### src/rtl/apb_pkg.sv
// Shared types and helpers for the APB requester and its wait timer.
package apb_pkg;

   typedef enum logic [1:0] {
      IDLE    = 2'd0,
      SETUP   = 2'd1,
      ACCESS  = 2'd2,
      CAPTURE = 2'd3
   } apb_state_e;

   localparam int  DEFAULT_TIMEOUT = 16;
   localparam logic RSP_OK  = 1'b0;
   localparam logic RSP_ERR = 1'b1;

   // Wait-counter width able to hold the timeout value; never narrower than 1 bit.
   function automatic int cnt_width(input int timeout);
      return (timeout < 1) ? 1 : $clog2(timeout + 1);
   endfunction

endpackage

### src/rtl/apb_wait_timer.sv
// Saturating wait counter: cleared on request, counts enabled cycles and flags
// the cycle on which the count would reach the limit (limit 0 = never expires).
module apb_wait_timer #(
   parameter int W = 4
) (
   input  logic         PCLK,
   input  logic         PRESETn,
   input  logic         clear,
   input  logic         enable,
   input  logic [W-1:0] limit,
   output logic         expired
);

   logic [W-1:0] count;

   always_ff @(posedge PCLK) begin
      if (!PRESETn)
         count <= '0;
      else if (clear)
         count <= '0;
      else if (enable && (count != '1))
         count <= count + W'(1);
   end

   assign expired = enable && (limit != '0) &&
                    (({1'b0, count} + {{W{1'b0}}, 1'b1}) >= {1'b0, limit});

endmodule

### src/rtl/apb_master.sv
// APB requester: turns single-word commands into APB transfers with a bounded
// PREADY wait and returns a one-cycle response pulse.
//
//  state   | meaning
//  IDLE    | bus idle, command port ready
//  SETUP   | PSELx up, address phase
//  ACCESS  | PENABLE up, waiting on PREADY or timeout
//  CAPTURE | bus released, PRDATA sampled at end of cycle
module apb_master
   import apb_pkg::*;
#(
   parameter int ADDRESSWIDTH = 4,
   parameter int DATAWIDTH    = 8,
   parameter int TIMEOUT      = DEFAULT_TIMEOUT,
   parameter int RDATA_DELAY  = 1
) (
   input  logic                    PCLK,
   input  logic                    PRESETn,
   input  logic                    cmd_valid,
   output logic                    cmd_ready,
   input  logic                    cmd_write,
   input  logic [ADDRESSWIDTH-1:0] cmd_addr,
   input  logic [DATAWIDTH-1:0]    cmd_wdata,
   output logic                    rsp_valid,
   output logic [DATAWIDTH-1:0]    rsp_rdata,
   output logic                    rsp_error,
   output logic [ADDRESSWIDTH-1:0] PADDR,
   output logic [DATAWIDTH-1:0]    PWDATA,
   output logic                    PWRITE,
   output logic                    PSELx,
   output logic                    PENABLE,
   input  logic [DATAWIDTH-1:0]    PRDATA,
   input  logic                    PREADY
);

   localparam int CNT_W = cnt_width(TIMEOUT);

   apb_state_e           state, state_nxt;
   logic                 accept;
   logic                 timer_clear, timer_en, timer_exp;
   logic                 rsp_set, rsp_err_set;
   logic [DATAWIDTH-1:0] rsp_rdata_nxt;

   apb_wait_timer #(.W(CNT_W)) u_wait_timer (
      .PCLK    (PCLK),
      .PRESETn (PRESETn),
      .clear   (timer_clear),
      .enable  (timer_en),
      .limit   (CNT_W'(TIMEOUT)),
      .expired (timer_exp)
   );

   always_ff @(posedge PCLK) begin
      if (!PRESETn)
         state <= IDLE;
      else
         state <= state_nxt;
   end

   // Bus request fields are held from accept until the next accept.
   always_ff @(posedge PCLK) begin
      if (!PRESETn) begin
         PADDR  <= '0;
         PWDATA <= '0;
         PWRITE <= 1'b0;
      end else if (accept) begin
         PADDR  <= cmd_addr;
         PWDATA <= cmd_wdata;
         PWRITE <= cmd_write;
      end
   end

   always_ff @(posedge PCLK) begin
      if (!PRESETn) begin
         rsp_valid <= 1'b0;
         rsp_error <= RSP_OK;
         rsp_rdata <= '0;
      end else begin
         rsp_valid <= rsp_set;
         rsp_error <= rsp_err_set;
         rsp_rdata <= rsp_rdata_nxt;
      end
   end

   always_comb begin
      state_nxt     = state;
      cmd_ready     = 1'b0;
      PSELx         = 1'b0;
      PENABLE       = 1'b0;
      accept        = 1'b0;
      timer_clear   = 1'b0;
      timer_en      = 1'b0;
      rsp_set       = 1'b0;
      rsp_err_set   = RSP_OK;
      rsp_rdata_nxt = '0;
      case (state)
         IDLE: begin
            cmd_ready = 1'b1;
            accept    = cmd_valid;
            if (cmd_valid)
               state_nxt = SETUP;
         end
         SETUP: begin
            PSELx       = 1'b1;
            timer_clear = 1'b1;
            state_nxt   = ACCESS;
         end
         ACCESS: begin
            PSELx    = 1'b1;
            PENABLE  = 1'b1;
            timer_en = !PREADY;
            // PREADY takes priority over a timeout landing on the same edge.
            if (PREADY) begin
               if (!PWRITE && (RDATA_DELAY != 0)) begin
                  state_nxt = CAPTURE;
               end else begin
                  state_nxt = IDLE;
                  rsp_set   = 1'b1;
                  if (!PWRITE)
                     rsp_rdata_nxt = PRDATA;
               end
            end else if (timer_exp) begin
               state_nxt   = IDLE;
               rsp_set     = 1'b1;
               rsp_err_set = RSP_ERR;
            end
         end
         CAPTURE: begin
            state_nxt     = IDLE;
            rsp_set       = 1'b1;
            rsp_rdata_nxt = PRDATA;
         end
         default: state_nxt = IDLE;
      endcase
   end

endmodule

### config.mk
export PLATFORM = sky130hd
export DESIGN_NAME = apb_master
export DESIGN_NICKNAME = d
export VERILOG_FILES = /design/src/rtl/apb_pkg.sv /design/src/rtl/apb_wait_timer.sv /design/src/rtl/apb_master.sv
export SDC_FILE = /design/constraint.sdc
export NUM_CORES = 1
export LEC_CHECK = 0
export ABC_AREA = 1
export CAP_MARGIN = 20
export CORE_ASPECT_RATIO = 1.25
export CORE_UTILIZATION = 42
export CTS_CLUSTER_SIZE = 28
export DETAILED_ROUTE_END_ITERATION = 8
export GPL_TIMING_DRIVEN = 1
export PLACE_DENSITY = 0.8
export RECOVER_POWER = 50
export SYNTH_ARGS = -nofsm -noshare
export SYNTH_HDL_FRONTEND = slang
export SYNTH_SLANG_ARGS = --single-unit
### constraint.sdc
create_clock -name PCLK -period 2 [get_ports PCLK]
set_clock_uncertainty 0.05 [all_clocks]
set_input_delay 0.6 -clock PCLK [delete_from_list [all_inputs] [get_ports PCLK]]
set_output_delay 0.6 -clock PCLK [all_outputs]
set_load 0.02 [all_outputs]
==> results of run 1 <==
-- repair_timing --
| item | CTS | global route |
|---|---|---|
| hold buffers | 0 | 0 |
| resized for setup | 6 | 5 |
| gates cloned | 0 | 0 |
| endpoints found under the setup margin | 3 | 4 |
-- state kept, by name (all words and copies together), names as in the netlist --
signal / flops
u_wait_timer.count: 5
rsp_error: 1
rsp_rdata: 8
PWRITE: 1
PWDATA: 8
state: 2
PADDR: 4
rsp_valid: 1
-- worst max-delay path by stage --
stage / end / slack (ps) / start / cells after the start
2_1_floorplan: u_wait_timer.count[2] / 530 / state[0] / 7
3_3_place_gp: PSELx / 90 / state[1] / 3
3_5_place_dp: PSELx / 30 / state[1] / 3
4_1_cts: cmd_ready / 20 / state[1] / 3
5_1_grt: PENABLE / 8 / state[0] / 3
6_report: PADDR[0] / 60 / PADDR[0] / 1
-- routing by layer --
layer  vias up  wire, microns  track usage  part of all wire
met5         -              0            0                 0
met4         0             48       0.0729             0.017
met3         8            139       0.0438             0.049
met2        39           1560        0.372              0.55
met1       517           1100        0.214              0.39
li1        596              -            -                 -
-- where the power goes --
group	switching, mW	internal, mW	total (mW)
combinational	0.252	0.205	0.457
clock	0.198	0.170	0.368
sequential	0.0301	0.654	0.684
total	0.480	1.03	1.51
-- synth_stat cells --
library cell	number
nand3_1	3
nand2_2	3
o211ai_1	1
nor3_4	1
nand2_1	13
dfxtp_1	30
nor2_2	1
nor2_4	1
o21ai_0	9
nor3_1	1
clkbuf_2	1
buf_2	1
buf_4	2
inv_1	20
o21ai_1	8
inv_2	4
nor3_2	2
nor2_1	39
a21oi_2	1
ha_1	6
nand3_2	2
a21oi_1	6
-- through the flow --
stage / util / setup slack [ps] / cell area, sq um
global placement: 0.653 / 87.7 / 1790
detailed placement: 0.653 / 33.0 / 1790
global route: 0.668 / 8.15 / 1830
CTS: 0.675 / 18.5 / 1850
finish: 0.668 / 59.0 / 1830
floorplan: - / 528 / 1230
-- kinds of logic (layout without fill, tap and decap cells) --
group | count (synthesis) | in the layout | synth area share
compound gates | 25 | 25 | 0.107
fa+ha+maj | 6 | 6 | 0.0610
buf+inv | 28 | 87 | 0.0936
flops | 30 | 30 | 0.488
simple gates | 66 | 66 | 0.250
-- layout make-up --
type | instances | area (sq um) | share of cell area
repair buffers | 55 | 518 | 0.284
multi-input cells | 97 | 514 | 0.282
clock inverters | 1 | 5.00 | 0.00274
well taps | 34 | 42.5 | 0.0233
clock buffers | 7 | 55.1 | 0.0301
inverters | 24 | 90.1 | 0.0493
flip-flops and latches | 30 | 602 | 0.329
==> run_results.csv, run 1 <==
group,metric,value,unit
sta,rsz0062_at_grt,"no",
logic_synthesis,ys_warn_count,0,
setup_path,cp_slowest_cell,"clkdlybuf4s50_1",
die,ios,51,
logic_synthesis,synthesis.area,1230,sq um
pwr,power.total,1.51,mW
detailed_routing,drt_pass1_iterations,4,
placement,hpwl,2260,microns
sta,timing_hold_violations_final,0,
clock_network,root_buffer,"clkbuf_4",
setup_path,r2r_cells,8,
min_path,hp-start,"PWDATA[3]",
sta,clock.fmax,515,MHz
die,dieArea,3150,sq um
die,placementRows,21,
sta,setup_viol,0,
logic_synthesis,ys_seq_elements,30,
sta,whs,441,ps
job,cap_violations,0,
die,coreArea,2730,sq um
setup_path,cp_cell_sequence,"clkdlybuf4s50_1",
setup_path,r2r_setup_slack,320,ps
sta,period_share,0.970,
detailed_routing,avgRoutedWirePerCell,11.5,microns
layout,fill_cells,248,
logic_synthesis,synthCells,155,
setup_path,cp_data_arrival_time,1290,ps
clock_network,cts_sinks,30,
pwr,peakVddDrop,0.515,mV
layout,final_cell_mix,"clkdlybuf4s50_1, nor2_1, dfxtp_1",
layout,antenna_cells,0,
status,status,"complete, no violations",
setup_path,critPathMaxStageDelay,630,ps
detailed_routing,routed_wl,2850,microns
layout,layout.cells.non_filler,248,
clock_network,cts_tree,"built",
grt,grt_max_degree,14,
layout,area_delta_synth_final,48.5,%
setup_path,reg2reg_to,"u_wait_timer.count[0]",
grt,antenna_found_initial,0,
setup_path,cp_num_buf_inv,1,
clock_network,clockBufferDepth,2,
layout,layout-drive-gt1-share,0.131,
die,dieHeight,62.5,microns
detailed_routing,num_vias,1160,
sta,slew_viol_final,0,
placement,dpl.cell_count,240,
logic_synthesis,syn-num-nets,186,
setup_path,endpoint_kind,"output port",
grt,grt_pass1_vias,1139,
setup_path,critPathKind,"register to output port",
die,start_util,0.450,
setup_path,critPathRequiredTime,1350,ps
logic_synthesis,yosysTopAreaCell,"dfxtp_1",
placement,gp_congestion,0.778,
setup_path,rr_startpoint,"u_wait_timer.count[1]",
logic_synthesis,postSynthAreaPerCell,7.94,sq um
detailed_routing,postRouteAntennaNets,0,
clock_network,clk_pin_slew_worst_paths,90,ps
min_path,whs_path_depth,2,
grt,grtUsageTotal,0.200,
clock_network,clk_latency,320,ps
layout,final_common_cell,"clkdlybuf4s50_1",
logic_synthesis,ys_seq_area_frac,0.488,
layout,final_nets,244,
clock_network,h-tree-depth,2,
detailed_routing,routed_via_density,4.68,
sta,slew_headroom,0.713,
setup_path,worst-path-max-fanout,2,
sta,setup_tns,0,ps
min_path,hold_class,"register to register",
pwr,p_leak,0.771,nW
setup_path,critPathTopFamily,"buffers and inverters",
detailed_routing,drc_errors,0,
logic_synthesis,synth_cell_types,22,
setup_path,start_kind,"register",
placement,portBuffers,50,
min_path,holdPathEnd,"PWDATA[3]",
clock_network,cts_buffers,5,
grt,grt_overflow,0,
grt,grt_pass1_wl,4890,microns
clock_network,cts_setup_buffers,0,
pwr,power_density,826,nW/um^2
logic_synthesis,synth_area_leaders,"dfxtp_1, nor2_1, ha_1",
logic_synthesis,synth_top_area_frac,0.488,
die,die_x,50.4,microns
sta,fin_crit,1940,ps
sta,tightestPinTransition,430,ps
detailed_routing,drt-initial-drc-count,21,
Note: power is estimated with default switching activity, not from simulation.
==> run 2, diff against run 1 <==
- CORE_ASPECT_RATIO: 1.25 -> 0.75
==> run 2 against run 1 <==
Cell count up 1.2%. Routed wire length up 3.9%. Critical endpoint is now PWRITE. Critical path depth unchanged. Maximum frequency up 1.2%. Combinational power up 2%. Final area up 2.1%. Highest routed layer unchanged. Via count up 1.0%. Register-to-register slack worse by 230 ps. Clock power up 38%. Utilization up 2.1 points. First-iteration DRC count up 76%. Non-clock buffer count up 1.
==> run_results.csv, run 2 (synthesis gave the netlist of run 1 again) <==
group,metric,value,unit
grt,grtUsageTotal,0.212,
detailed_routing,routed_wl,2960,microns
detailed_routing,num_vias,1172,
grt,grt_pass1_wl,4890,microns
status,status,"complete, no violations",
layout,layout-drive-gt1-share,0.135,
clock_network,cts_hold_buf,0,
setup_path,cp_cell_sequence,"clkdlybuf4s50_1",
sta,setup_viol,0,
clock_network,cts_setup_buffers,0,
placement,portBuffers,50,
pwr,power_density,889,nW/um^2
setup_path,worst-path-max-fanout,3,
clock_network,h-tree-depth,2,
layout,final_nets,245,
layout,top_regs,"PWDATA (8), rsp_rdata (8), u_wait_timer.count (5)",
sta,timing_hold_violations_final,0,
detailed_routing,avgRoutedWirePerCell,11.8,microns
setup_path,endpoint_kind,"output port",
clock_network,cts_buffers,5,
setup_path,rr_startpoint,"u_wait_timer.count[0]",
die,die_x,64.5,microns
sta,rsz0062_at_grt,"no",
setup_path,critPathMaxStageDelay,630,ps
sta,clock.fmax,521,MHz
setup_path,r2r_setup_slack,90,ps
setup_path,worst-path-stages,1,
clock_network,clockBufferDepth,2,
job,cap_violations,0,
detailed_routing,postRouteAntennaNets,0,
placement,hpwl,2330,microns
pwr,p_leak,0.794,nW
setup_path,cp_data_arrival_time,1270,ps
setup_path,critPathRequiredTime,1350,ps
setup_path,cp_num_buf_inv,1,
grt,grt_max_degree,15,
grt,grt_overflow,0,
setup_path,cp_slowest_cell,"clkdlybuf4s50_1",
layout,multi_input_comb_area,503,sq um
placement,gp_congestion,0.810,
setup_path,r2r_cells,8,
setup_path,reg2reg_to,"u_wait_timer.count[2]",
detailed_routing,drt_pass1_iterations,4,
grt,grt_pass1_vias,1114,
detailed_routing,routed_via_density,4.67,
detailed_routing,drc_errors,0,
setup_path,startpoint,"PWRITE",
sta,slew_viol_final,0,
sta,final.setup.worst_slack,81.7,ps
setup_path,critPathTopFamily,"buffers and inverters",
die,dieArea,3150,sq um
pwr,peakVddDrop,0.653,mV
sta,setup_tns,0,ps
setup_path,critPathKind,"register to output port",
setup_path,cp-endpoint,"PWRITE",
layout,antenna_cells,0,
die,coreArea,2700,sq um
min_path,hold_class,"register to register",
detailed_routing,drt-initial-drc-count,37,
layout,fill_cells,229,
clock_network,cts_sinks,30,
die,ios,51,
clock_network,cts_tree,"built",
clock_network,root_buffer,"clkbuf_8",
sta,tightestPinTransition,572,ps
placement,post-place-ws,54.0,ps
layout,final_cell_mix,"clkdlybuf4s50_1, nor2_1, dfxtp_1",
sta,fin_crit,1920,ps
clock_network,clk_pin_slew_worst_paths,60,ps
die,start_util,0.455,
grt,antenna_found_initial,0,
layout,regArea,601,sq um
setup_path,start_kind,"register",
sta,slew_headroom,0.616,
sta,period_share,0.959,
clock_network,clk_latency,280,ps
die,dieHeight,48.9,microns
layout,area_delta_synth_final,51.6,%
layout,final_common_cell,"clkdlybuf4s50_1",
die,placementRows,16,
==> run 2: worst reg2reg max path: cells and delay by family, from the launching register on <==
kind	cells	cell delay, ps
fa+ha+maj	2	400
buf+inv	2	250
flops	1	320
simple gates	4	780
==> run 2: final cells by class <==
| cell class | count | area share |
|---|---|---|
| clock inverter | 2 | 0.00671 |
| sequential | 30 | 0.322 |
| clock buffer | 6 | 0.0443 |
| inverter | 24 | 0.0483 |
| tap | 36 | 0.0242 |
| multi-input combinational | 97 | 0.270 |
| timing repair buffer | 56 | 0.285 |
==> run 2: worst min path at each step <==
stage	start	endpoint	cells after the start
global placement	PWDATA[1]	PWDATA[1]	2
CTS	PWDATA[6]	PWDATA[6]	2
floorplan	u_wait_timer.count[4]	u_wait_timer.count[4]	2
detailed placement	PWDATA[6]	PWDATA[6]	2
global route	PADDR[2]	PADDR[2]	2
finish	PWDATA[6]	PWDATA[6]	2
==> run 2: report_power, final <==
| group | switching [mW] | internal (mW) |
|---|---|---|
| sequential | 0.0286 | 0.654 |
| combinational | 0.254 | 0.212 |
| clock | 0.232 | 0.276 |
| total | 0.515 | 1.14 |
==> run 2: repair_timing <==
item | 4_1_cts | 5_1_grt
resized for setup | 3 | 4
hold endpoints to repair | 0 | 0
endpoints found under the setup margin | 3 | 2
cloned | 0 | 0
==> run 2: stage by stage <==
step / std cells / instance area [sq um] / hold slack (ps) / power, mW / util
5_1_grt: 251 / 1860 / 456 / 1.74 / 0.690
3_5_place_dp: 243 / 1800 / 424 / 1.18 / 0.664
3_3_place_gp: 243 / 1800 / 413 / 1.16 / 0.664
6_report: 251 / 1860 / 434 / 1.66 / 0.690
4_1_cts: 251 / 1890 / 438 / 1.68 / 0.698
2_1_floorplan: 155 / 1230 / 406 / 0.957 / -
==> run 2: routing by layer <==
metal / vias to the layer above / wire length (microns) / global-route usage
li1: 597 / - / -
met1: 522 / 1250 / 0.227
met2: 46 / 1460 / 0.363
met3: 7 / 193 / 0.0981
met4: 0 / 53 / 0.0815
met5: - / 0 / 0
==> run 3, diff against run 2 <==
- CORE_UTILIZATION: 42 -> 57
- DONT_BUFFER_PORTS: default -> 1
- PLACE_DENSITY: 0.8 -> 0.73
==> run 3 against run 2 <==
The flow now finishes with violations (DRC). Routed wire length is 24% lower. Register-to-register slack improved by 200 ps. Hold slack got worse by 110 ps. Critical path type unchanged.
==> run_results.csv, run 3 (synthesis gave the netlist of run 1 again) <==
group,metric,value,unit
status,status,"finished, violations left",
status,violations,"DRC",
clock_network,clockBufferDepth,2,
setup_path,critPathRequiredTime,1350,ps
grt,grt_pass1_wl,3710,microns
die,die_x,55.6,microns
pwr,p_sw,444,uW
sta,timing_hold_violations_final,0,
sta,setup_tns,0,ps
detailed_routing,routed_via_density,5.10,
die,dieArea,2350,sq um
placement,hpwl,1750,microns
placement,portBuffers,0,
setup_path,start_kind,"register",
sta,period_share,0.927,
detailed_routing,postRouteAntennaNets,0,
sta,setup_viol,0,
detailed_routing,drc_errors,1,
pwr,p_clk_frac,0.273,
detailed_routing,drt-initial-drc-count,15,
pwr,p_comb_frac,0.170,
detailed_routing,routed_wl,2240,microns
placement,gp_congestion,0.877,
layout,final_cell_mix,"nor2_1, dfxtp_1, inv_1",
clock_network,cts_buffers,5,
pwr,p_leak,0.570,nW
detailed_routing,avgRoutedWirePerCell,12.2,microns
pwr,sw_frac_of_total,0.330,
layout,final_util,0.647,
min_path,hp-start,"PRDATA[2]",
sta,clock.fmax,539,MHz
grt,grt_pass1_vias,861,
clock_network,cts_tree,"built",
pwr,peakVddDrop,0.722,mV
layout,layout.cells.non_filler,184,
placement,dpl.cell_count,176,
grt,grtUsageTotal,0.216,
min_path,whs_path_depth,2,
layout,final_nets,190,
layout,top_regs,"PWDATA (8), rsp_rdata (8), u_wait_timer.count (5)",
layout,layout-drive-gt1-share,0.144,
grt,grt_overflow,0,
die,dieHeight,42.2,microns
clock_network,clk_latency,320,ps
pwr,seqPwrFrac,0.557,
setup_path,r2r_cells,6,
layout,final_common_cell,"nor2_1",
setup_path,rr_startpoint,"state[0]",
clock_network,root_buffer,"clkbuf_4",
setup_path,worst-path-max-fanout,4,
grt,grt_max_degree,18,
sta,slew_headroom,0.717,
sta,fin_crit,1850,ps
clock_network,h-tree-depth,2,
detailed_routing,drt_pass1_iterations,6,
placement,placed_area,1240,sq um
clock_network,cts_sinks,30,
min_path,holdPathEnd,"rsp_rdata[2]",
sta,tightestPinTransition,424,ps
layout,stdcell_area,1300,sq um
layout,area_delta_synth_final,5.90,%
pwr,intPower,899,uW
sta,slew_viol_final,0,
grt,antenna_found_initial,0,
clock_network,cts_hold_buf,0,
setup_path,cp_data_arrival_time,1200,ps
clock_network,cts_setup_buffers,0,
setup_path,endpoint_kind,"output port",
job,cap_violations,0,
setup_path,reg2reg_to,"PADDR[2]",
sta,rsz0062_at_grt,"no",
setup_path,critPathKind,"register to output port",
detailed_routing,num_vias,939,
die,start_util,0.611,
clock_network,clk_pin_slew_worst_paths,80,ps
min_path,hold_class,"input port to register",
pwr,power_density,1030,nW/um^2
setup_path,r2r_setup_slack,290,ps
clock_network,postCtsResizedCells,0,
die,ios,51,
layout,antenna_cells,0,
die,coreArea,2010,sq um
die,placementRows,14,
==> run 3: layout make-up <==
| type | count | area (sq um) |
|---|---|---|
| clock buffer | 7 | 55.1 |
| clock inverter | 1 | 5.00 |
| fill | 182 | 712 |
| inverter | 24 | 90.1 |
| multi-input combinational | 97 | 514 |
| sequential | 30 | 601 |
| tap | 24 | 30.0 |
| timing repair buffer | 1 | 7.51 |
==> run 3: worst max path at each step <==
stage / startpoint / cells past startpoint / to / slack, ps
final: state[0] / 3 / PENABLE / 150
after global routing: state[0] / 3 / PENABLE / 90
after CTS: state[0] / 3 / PENABLE / 140
after detailed placement: state[0] / 6 / PADDR[2] / 280
after global placement: state[1] / 6 / PWDATA[7] / 370
after floorplan: state[0] / 7 / u_wait_timer.count[2] / 530
==> run 3: metrics by stage <==
step / power (mW) / worst slack [ps] / hold slack, ps
2_1_floorplan: 0.957 / 528 / 406
3_3_place_gp: 0.980 / 369 / 425
3_5_place_dp: 0.993 / 277 / 437
4_1_cts: 1.36 / 137 / 315
5_1_grt: 1.43 / 89.0 / 307
6_report: 1.34 / 145 / 327
==> run 3: power groups by stage <==
stage	logic, mW	clock network (mW)	registers (mW)
finish	0.228	0.366	0.748
global route	0.264	0.406	0.756
CTS	0.229	0.376	0.750
detailed placement	0.229	0	0.764
global placement	0.218	0	0.762
floorplan	0.206	0	0.752
==> run 3: routing by layer <==
layer  GRT usage  vias up  share of wire
li1            -      488              -
met1       0.213      407           0.40
met2       0.376       37           0.50
met3      0.0926        7          0.079
met4       0.135        0          0.022
met5           0        -              0
==> run 3: worst max-delay path: stages, from the launching register on <==
cell and delay [ps]:
dfxtp_1 390, inv_1 100, ha_1 230, buf_4 170
